## src/rtl/ps2_key_decoder.sv

```systemverilog
// PS/2 set-2 scan-code decoder with shift/caps tracking feeding a first-word-fall-through ASCII FIFO.
// Define KEY_TYPEMATIC_FILTER_EN to suppress auto-repeat of a held key.
module ps2_key_decoder #(
    parameter int          FIFO_AW      = 3,
    parameter logic [7:0]  DEFAULT_CHAR = 8'h2a
) (
    input  logic       clk,
    input  logic       reset_n,
    input  logic [7:0] scan_code,
    input  logic       scan_valid,
    input  logic       rd,
    output logic [7:0] ascii_out,
    output logic       empty,
    output logic       full,
    output logic       overflow,
    output logic       shift_on,
    output logic       caps_on
);

    localparam int DEPTH = 2 ** FIFO_AW;

    typedef enum logic [1:0] {S_IDLE, S_EXT, S_BRK, S_EXT_BRK} state_t;

    state_t state, state_next;

    logic is_prefix;
    logic make_ev, ext_make_ev, brk_ev, ext_brk_ev;
    logic lshift, rshift, caps_held;
    logic [7:0] low_char, up_char, map_char;
    logic is_letter, is_mapped, is_mod;
    logic push_req, push, do_rd, do_wr;
    logic [7:0] push_char;

    logic [7:0]         mem [DEPTH];
    logic [FIFO_AW-1:0] wr_ptr, rd_ptr;
    logic [FIFO_AW:0]   count;

    assign is_prefix = (scan_code == 8'he0) || (scan_code == 8'hf0);

    // Prefix state register
    always_ff @(posedge clk or negedge reset_n) begin
        if (!reset_n) state <= S_IDLE;
        else          state <= state_next;
    end

    always_comb begin
        state_next = state;
        if (scan_valid) begin
            case (state)
                S_IDLE:    state_next = (scan_code == 8'he0) ? S_EXT :
                                        (scan_code == 8'hf0) ? S_BRK : S_IDLE;
                S_EXT:     state_next = (scan_code == 8'he0) ? S_EXT :
                                        (scan_code == 8'hf0) ? S_EXT_BRK : S_IDLE;
                S_BRK:     state_next = (scan_code == 8'hf0) ? S_BRK :
                                        (scan_code == 8'he0) ? S_EXT_BRK : S_IDLE;
                S_EXT_BRK: state_next = is_prefix ? S_EXT_BRK : S_IDLE;
                default:   state_next = S_IDLE;
            endcase
        end
    end

    // Decode the completed key event carried by a non-prefix byte
    always_comb begin
        make_ev     = 1'b0;
        ext_make_ev = 1'b0;
        brk_ev      = 1'b0;
        ext_brk_ev  = 1'b0;
        if (scan_valid && !is_prefix) begin
            case (state)
                S_IDLE:    make_ev     = 1'b1;
                S_EXT:     ext_make_ev = 1'b1;
                S_BRK:     brk_ev      = 1'b1;
                S_EXT_BRK: ext_brk_ev  = 1'b1;
                default:   make_ev     = 1'b0;
            endcase
        end
    end

    assign is_mod = (scan_code == 8'h12) || (scan_code == 8'h59) || (scan_code == 8'h58);

    // Base table: low_char is the unshifted glyph, up_char the shifted one
    always_comb begin
        low_char  = 8'h00;
        up_char   = 8'h00;
        is_letter = 1'b0;
        is_mapped = 1'b1;
        case (scan_code)
            8'h1c: begin low_char = "a"; is_letter = 1'b1; end
            8'h32: begin low_char = "b"; is_letter = 1'b1; end
            8'h21: begin low_char = "c"; is_letter = 1'b1; end
            8'h23: begin low_char = "d"; is_letter = 1'b1; end
            8'h24: begin low_char = "e"; is_letter = 1'b1; end
            8'h2b: begin low_char = "f"; is_letter = 1'b1; end
            8'h34: begin low_char = "g"; is_letter = 1'b1; end
            8'h33: begin low_char = "h"; is_letter = 1'b1; end
            8'h43: begin low_char = "i"; is_letter = 1'b1; end
            8'h3b: begin low_char = "j"; is_letter = 1'b1; end
            8'h42: begin low_char = "k"; is_letter = 1'b1; end
            8'h4b: begin low_char = "l"; is_letter = 1'b1; end
            8'h3a: begin low_char = "m"; is_letter = 1'b1; end
            8'h31: begin low_char = "n"; is_letter = 1'b1; end
            8'h44: begin low_char = "o"; is_letter = 1'b1; end
            8'h4d: begin low_char = "p"; is_letter = 1'b1; end
            8'h15: begin low_char = "q"; is_letter = 1'b1; end
            8'h2d: begin low_char = "r"; is_letter = 1'b1; end
            8'h1b: begin low_char = "s"; is_letter = 1'b1; end
            8'h2c: begin low_char = "t"; is_letter = 1'b1; end
            8'h3c: begin low_char = "u"; is_letter = 1'b1; end
            8'h2a: begin low_char = "v"; is_letter = 1'b1; end
            8'h1d: begin low_char = "w"; is_letter = 1'b1; end
            8'h22: begin low_char = "x"; is_letter = 1'b1; end
            8'h35: begin low_char = "y"; is_letter = 1'b1; end
            8'h1a: begin low_char = "z"; is_letter = 1'b1; end
            8'h16: begin low_char = "1"; up_char = "!";  end
            8'h1e: begin low_char = "2"; up_char = "@";  end
            8'h26: begin low_char = "3"; up_char = "#";  end
            8'h25: begin low_char = "4"; up_char = "$";  end
            8'h2e: begin low_char = "5"; up_char = "%";  end
            8'h36: begin low_char = "6"; up_char = "^";  end
            8'h3d: begin low_char = "7"; up_char = "&";  end
            8'h3e: begin low_char = "8"; up_char = "*";  end
            8'h46: begin low_char = "9"; up_char = "(";  end
            8'h45: begin low_char = "0"; up_char = ")";  end
            8'h0e: begin low_char = 8'h60; up_char = "~";  end
            8'h4e: begin low_char = "-"; up_char = "_";  end
            8'h55: begin low_char = "="; up_char = "+";  end
            8'h54: begin low_char = "["; up_char = "{";  end
            8'h5b: begin low_char = "]"; up_char = "}";  end
            8'h5d: begin low_char = "\\"; up_char = "|"; end
            8'h4c: begin low_char = ";"; up_char = ":";  end
            8'h52: begin low_char = "'"; up_char = "\""; end
            8'h41: begin low_char = ","; up_char = "<";  end
            8'h49: begin low_char = "."; up_char = ">";  end
            8'h4a: begin low_char = "/"; up_char = "?";  end
            8'h29: begin low_char = 8'h20; up_char = 8'h20; end
            8'h5a: begin low_char = 8'h0d; up_char = 8'h0d; end
            8'h66: begin low_char = 8'h08; up_char = 8'h08; end
            default: is_mapped = 1'b0;
        endcase
        if (is_letter) up_char = low_char - 8'h20;
    end

    always_comb begin
        if (is_letter) map_char = (shift_on ^ caps_on) ? up_char : low_char;
        else           map_char = shift_on ? up_char : low_char;
    end

    always_comb begin
        push_req  = 1'b0;
        push_char = 8'h00;
        if (make_ev && !is_mod) begin
            push_req  = 1'b1;
            push_char = is_mapped ? map_char : DEFAULT_CHAR;
        end else if (ext_make_ev && scan_code == 8'h5a) begin
            push_req  = 1'b1;
            push_char = 8'h0d;
        end else if (ext_make_ev && scan_code == 8'h4a) begin
            push_req  = 1'b1;
            push_char = 8'h2f;
        end
    end

`ifdef KEY_TYPEMATIC_FILTER_EN
    logic       last_valid, last_ext;
    logic [7:0] last_code;
    logic       repeat_hit;

    assign repeat_hit = last_valid && (last_code == scan_code) && (last_ext == ext_make_ev);
    assign push       = push_req && !repeat_hit;

    // Any make overwrites the record; only keys that produce characters keep it valid
    always_ff @(posedge clk or negedge reset_n) begin
        if (!reset_n) begin
            last_valid <= 1'b0;
            last_ext   <= 1'b0;
            last_code  <= 8'h00;
        end else if (make_ev || ext_make_ev) begin
            last_valid <= push_req;
            last_ext   <= ext_make_ev;
            last_code  <= scan_code;
        end else if ((brk_ev || ext_brk_ev) && last_code == scan_code && last_ext == ext_brk_ev) begin
            last_valid <= 1'b0;
        end
    end
`else
    assign push = push_req;
`endif

    always_ff @(posedge clk or negedge reset_n) begin
        if (!reset_n) begin
            lshift    <= 1'b0;
            rshift    <= 1'b0;
            caps_held <= 1'b0;
            caps_on   <= 1'b0;
        end else if (make_ev) begin
            if (scan_code == 8'h12) lshift <= 1'b1;
            if (scan_code == 8'h59) rshift <= 1'b1;
            if (scan_code == 8'h58) begin
                if (!caps_held) caps_on <= ~caps_on;
                caps_held <= 1'b1;
            end
        end else if (brk_ev) begin
            if (scan_code == 8'h12) lshift    <= 1'b0;
            if (scan_code == 8'h59) rshift    <= 1'b0;
            if (scan_code == 8'h58) caps_held <= 1'b0;
        end
    end

    assign shift_on = lshift | rshift;

    assign empty = (count == '0);
    assign full  = (count == DEPTH[FIFO_AW:0]);
    assign do_rd = rd && !empty;
    // A read frees a slot in the same cycle, so a full FIFO still accepts the push
    assign do_wr = push && (!full || do_rd);

    always_ff @(posedge clk) begin
        if (do_wr) mem[wr_ptr] <= push_char;
    end

    always_ff @(posedge clk or negedge reset_n) begin
        if (!reset_n) begin
            wr_ptr   <= '0;
            rd_ptr   <= '0;
            count    <= '0;
            overflow <= 1'b0;
        end else begin
            if (do_wr) wr_ptr <= wr_ptr + 1'b1;
            if (do_rd) rd_ptr <= rd_ptr + 1'b1;
            if (do_wr && !do_rd)      count <= count + 1'b1;
            else if (do_rd && !do_wr) count <= count - 1'b1;
            overflow <= push && !do_wr;
        end
    end

    assign ascii_out = empty ? 8'h00 : mem[rd_ptr];

endmodule

```

## config.mk

```make
export PLATFORM = sky130hd
export DESIGN_NAME = ps2_key_decoder
export DESIGN_NICKNAME = d
export VERILOG_FILES = /design/src/rtl/ps2_key_decoder.sv
export SDC_FILE = /design/constraint.sdc
export NUM_CORES = 1
export LEC_CHECK = 0
export ABC_AREA = 1
export CAP_MARGIN = 20
export CORE_ASPECT_RATIO = 1.75
export CORE_MARGIN = 3
export CORE_UTILIZATION = 65
export DETAILED_ROUTE_END_ITERATION = 8
export HOLD_SLACK_MARGIN = 0.06
export PLACE_DENSITY_LB_ADDON = 0.08
export SYNTH_ARGS = -nofsm -noshare
export SYNTH_HDL_FRONTEND = slang
export SYNTH_SLANG_ARGS = --single-unit
```

## constraint.sdc

```tcl
create_clock -name clk -period 6.6 [get_ports clk]
set_input_delay 1.32 -clock clk [delete_from_list [all_inputs] [get_ports clk]]
set_output_delay 1.32 -clock clk [all_outputs]
set_load 0.02 [all_outputs]
```

== Word-level counts from Yosys, hierarchy flattened ==
Memory sizes are Yosys's and may differ from the RTL's.
Index checks and enable logic that the tools add are counted.

* Bitwise operators: 4
* Multiplexer cells: 46
* Add/subtract/negate cells: 5
* Equality and inequality tests: 59
* Reductions and logical operators: 29

{| class="wikitable"
|+ Operators by type and width
! operator !! number
|-
| case mux 7 bit (50 select lines) || 1
|-
| == test 8 x 6 -> 1 bit (second input constant) || 23
|-
| == test 8 x 7 -> 1 bit (second input constant) || 21
|-
| case mux 7 bit (24 select lines) || 1
|-
| == test 8 x 5 -> 1 bit (second input constant) || 8
|-
| two-way mux 8 bit || 7
|-
| OR reduction 50 bit || 1
|-
| OR reduction 26 bit || 1
|-
| two-way mux 1 bit || 25
|-
| == test 8 bit (second input constant) || 2
|-
| two-way mux 2 bit || 7
|-
| two-way mux 6 bit || 2
|-
| logical AND 1 bit || 9
|-
| == test 8 x 4 -> 1 bit (second input constant) || 1
|-
| two-way mux 4 bit || 2
|-
| case mux 2 bit (4 select lines) || 1
|-
| subtractor 8 x 6 -> 8 bit (second input constant) || 1
|-
| adder 3 x 1 -> 3 bit (second input constant) || 2
|-
| logical NOT 1 bit || 6
|-
| AND reduction 2 bit || 3
|-
| adder 4 x 1 -> 4 bit (second input constant) || 1
|-
| == test 2 bit (second input constant) || 2
|-
| == test 4 bit (second input constant) || 1
|-
| logical NOT 4 bit || 1
|-
| 9 further kinds || 14
|}

* Memories kept: 1
* Register bits: 17
* RAM bits: 64
* Bits of input ports: 12
* Output and inout port bits: 13

{| class="wikitable"
|+ Memory list
! memory !! depth !! bits a word !! rd ports !! clocked after Yosys merged registers in !! write ports !! line !! text
|-
| mem || 8 || 8 || 1 || 0 || 1 || 34 || <nowiki>logic [7:0] mem [DEPTH];</nowiki>
|}

== Longest topological paths before layout ==
* Depth after elaboration: 14
* Depth in mapped cells: 20
* Mapped depth without buffers: 20

== Worst setup path after synthesis ==
OpenSTA, ideal clock, no wires.

* Kind: input-to-reg
* Start point: input scan_code[1]
* End point: register count[3]
* Path slack: 3.083 ns
* Buffers on the path: 0
* Arrival: 3.392 ns
* Required time: 6.475 ns
* Stages: 20
* Cells stage by stage: nor2_1 nand2_1 inv_2 nand3_1 and2_1 nand3_1 inv_1 nand3_2 nand2_2 nand2_2 inv_1 ha_1 inv_1 ha_1 a21o_1 a21oi_1 nand2_1 nand2_1 nor2_1 xor2_1

* Cells in the longest elaborated chain, start to end: 13
* Elaborated cells on any way between the ends: 27
* Classes of those cells: 7 x eq/ne; 6 x mux; 14 x reduce/logical

{| class="wikitable"
|+ RTL lines
! item !! line !! text
|-
| from (decl) || 9 || <nowiki>input logic [7:0] scan_code,</nowiki>
|-
| == test 8 bit || 38 || <nowiki>assign is_prefix = (scan_code == 8'he0) || (scan_code == 8'hf0);</nowiki>
|-
| logical OR 1 bit || 38 ||
|-
| logical NOT 1 bit || 68 || <nowiki>if (scan_valid && !is_prefix) begin</nowiki>
|-
| logical AND 1 bit || 68 ||
|-
| two-way mux 1 bit || 68 ||
|-
| logical AND 1 bit || 157 || <nowiki>end else if (ext_make_ev && scan_code == 8'h4a) begin</nowiki>
|-
| two-way mux 1 bit || 157 ||
|-
| two-way mux 1 bit || 154 || <nowiki>end else if (ext_make_ev && scan_code == 8'h5a) begin</nowiki>
|-
| two-way mux 1 bit * || 151 || <nowiki>if (make_ev && !is_mod) begin</nowiki>
|-
| logical AND 1 bit * || 215 || <nowiki>assign do_wr = push && (!full || do_rd);</nowiki>
|-
| named net do_wr || 31 || <nowiki>logic push_req, push, do_rd, do_wr;</nowiki>
|-
| logical NOT 1 bit || 231 || <nowiki>else if (do_rd && !do_wr) count <= count - 1'b1;</nowiki>
|-
| logical AND 1 bit || 231 ||
|-
| nonzero test 2 bit (no line) || -- ||
|-
| to (signal assigned) || 230 || <nowiki>if (do_wr && !do_rd) count <= count + 1'b1;</nowiki>
|-
| to (signal assigned) || 231 ||
|-
| to (decl) || 36 || <nowiki>logic [FIFO_AW:0] count;</nowiki>
|}

Mark *: on every way through the listed nets, which the timed path passes. The rest lies on a longest branch.
A chain may end at the register's enable or synchronous reset.

== Final worst setup path ==
* Start point: input scan_code[4]
* End point: register count[3]

Same word-level chain as after synthesis.

==> flow_summary.toml <==
[run_status]
status = "finished clean"

[yosys]
yosys_warnings = 0
synth_edf_count = 64
synth_fa_ha_area_frac = 0.0200
yosysSeqAreaShare = 0.493
synth_top_area_cell = "edfxtp_1"
synth_area_leaders = "edfxtp_1 40%, nand2_1 12%, nor2_1 10%"
async_reset_ff_frac = 0.210
synth_cells = 608
syn-num-nets = 627
synth_area_per_cell_um2 = 7.83
synth_area_um2 = 4760
synth_top_area_share = 0.404
synth_flop_cell = "edfxtp_1"
ys_ff_latch = 81
synth.area.mux_share = 0
synth_compound_area_frac = 0.104
synthXorXnorAreaFrac = 0.0166
synth_top_family_by_area = "simple AND/OR/NAND/NOR gates"
synthSimpleGateAreaFrac = 0.316
ys_types = 34

[sta]
fin_ws_ps = 1770
slew_violations = 0
relSlewSlack = 0.413
holdWs_ps = 500
rsz0062_at_grt = "false"
fin_tns_setup_ps = 0
final_hold_viol_count = 0
max_freq_mhz = 207
period_minus_slack_ps = 4830
worst_slew_pin_slew_ps = 880
setup_viol = 0
clock_skew_ps = 7.41
fin_crit_sh = 0.731

[pwr]
p_leak_nw = 2.41
swShare = 0.388
pwr-share-seq = 0.360
p_comb_frac = 0.408
power-per-cell-area_nw_per_um2 = 367
ir_drop_uv = 211
intPower_mw = 1.21
switchingPower_uw = 767
clock_power_share = 0.232

[placed_design]
dpl_worst_slack_ps = 1670
numPortBuffers = 24
gp_congestion = 0.991
dp_hpwl_um = 10700
dp_cells = 711

[finish]
fin_nets = 657
areaGrowthSynthToFinish_pct = 13.1
final_cell_mix = "149 x nand2_1, 131 x nor2_1, 64 x edfxtp_1"
final_util = 0.768
num_antenna_cells = 0
final_cell_count_no_fill = 727
drive_gt1_frac = 0.0778
layout_commonest_cell = "nand2_1"

[clocking]
cts_made_buffers = 9
cts.clk_slew.worst_paths_ps = 50
post_cts_buffers = 0
htree_levels = 3
ctsHoldBuffers = 0
cts_resized = 0
cts_tree = "done"
clk_path_buf_depth = 2
cts_root_buf = "clkbuf_16"
worst_skew_pair.late_latency_ps = 340
clock_sinks = 81

[grt]
grt_pass1_vias = 4672
grt_start_max_net_pins = 35
grt_overflow = 0
antenna_found_initial = 0
grt_pass1_wl_um = 23300
grt_util_all_layers = 0.364

[worst_setup_path]
critical_path.max_stage_delay_ps = 620
critPathArrivalTime_ps = 5060
crit_fanout = 12
critPathKind = "in2reg"
crit_slowest_cell = "nor2_1"
worstPathRequired_ps = 6830
critPathLaunchType = "primary input"
path_common_cell = "nand2_1"
endpoint_kind = "flip-flop"
crit_chain = "clkdlybuf4s50_1, inv_2, nand2_1, nor2_1, nand2_1, nand2_1, nand2_1, nand2_2, nand2_2, inv_1, ha_1, inv_1, ha_1, a21o_1, a21oi_1, nor2_1, nor2_1, xor2_1"

[min_path]
hp-class = "reg2reg"

[route]
dr_wl_met3_um = 882
wl_met2_um = 7790
route.detailed.drc = 0
highest_layer = "met4"
num_vias = 4577
ant_nets = 0
wl_um = 14800
drt-met1-wl_um = 4750
drtPass1Iterations = 7
drt_iter0_markers = 676
avgViaCountPerCell = 6.30
post_drt_wl_per_cell_um = 20.3

[job]
maxCapViolations = 0

[die]
die_area_um2 = 8420
num_io_pins = 25
start_util = 0.679
die_x_um = 70.7
dieHeight_um = 119
core_um2 = 7010
num_rows = 40
power by group through the flow:
stage | clock, mW | combinational, mW | sequential, mW
6_report | 0.459 | 0.806 | 0.711
5_1_grt | 0.486 | 0.863 | 0.715
4_1_cts | 0.458 | 0.797 | 0.709
3_5_place_dp | 0 | 0.776 | 0.715
3_3_place_gp | 0 | 0.715 | 0.706
2_1_floorplan | 0 | 0.490 | 0.694
flip-flops by register name (all words and copies together) (netlist names):
name,flops
mem,64
count,4
rd_ptr,3
wr_ptr,3
state,2
caps_held,1
caps_on,1
lshift,1
overflow,1
rshift,1
per-stage QoR:
step | cell area, um^2 | total power, mW
2_1_floorplan | 4760 | 1.18
3_3_place_gp | 5110 | 1.42
3_5_place_dp | 5110 | 1.49
4_1_cts | 5380 | 1.96
5_1_grt | 5380 | 2.06
6_report | 5380 | 1.98
final cells by class:
| cell class | instances | area, um^2 |
|---|---|---|
| multi-input cells | 466 | 2170 |
| fillers | 488 | 1630 |
| clock buffers | 16 | 272 |
| flip-flops and latches | 81 | 2350 |
| well taps | 84 | 105 |
| inverters | 47 | 176 |
| repair buffers | 33 | 308 |
routing by layer:
| metal | vias up | track usage |
|---|---|---|
| met5 | - | 0 |
| met4 | 0 | 0.281 |
| met3 | 112 | 0.0684 |
| met2 | 291 | 0.650 |
| met1 | 2085 | 0.358 |
| li1 | 2089 | - |
worst max-delay path: cells and delay by family:
family / cells / cell delay [ps]
AND/OR/NAND/NOR: 9 / 1640
buffers and inverters: 4 / 860
adder cells (fa/ha/maj): 2 / 540
AO/OA/AOI/OAI: 2 / 450
XOR/XNOR: 1 / 250
Yosys cell counts (2+ instances only):
cell type and number:
nand2_1 149, nor2_1 131, edfxtp_1 64, o21ai_0 58, inv_1 38, nand3_1 21
dfrtp_1 17, nor3_1 17, a21oi_1 12, nand4_1 11, clkbuf_1 10, nor2_2 10
inv_2 9, o22ai_1 9, a31oi_1 8, ha_1 6, nand2_2 6, xor2_1 6
and2_1 3, o21ai_1 3, xnor2_1 3, buf_2 2, buf_4 2, nand3b_1 2
nor3b_1 2
final timing paths:
check / start / end / slack [ps] / cells past startpoint
hold reg to reg: lshift / lshift / 500 / 2
setup reg to reg: count[1] / count[3] / 3520 / 11
min in group asynchronous: reset_n / wr_ptr[1] / 1450 / 1
setup / recovery: scan_code[4] / count[3] / 1770 / 18
max in group asynchronous: reset_n / rd_ptr[1] / 4650 / 1
hold / removal: lshift / lshift / 500 / 2
cell families after synthesis:
group / count (synthesis)
adder cells (fa/ha/maj): 7
buffers and inverters: 61
AO/OA/AOI/OAI: 93
XOR/XNOR: 9
AND/OR/NAND/NOR: 357
flip-flops: 81
Power figures use the tool's default switching activity.
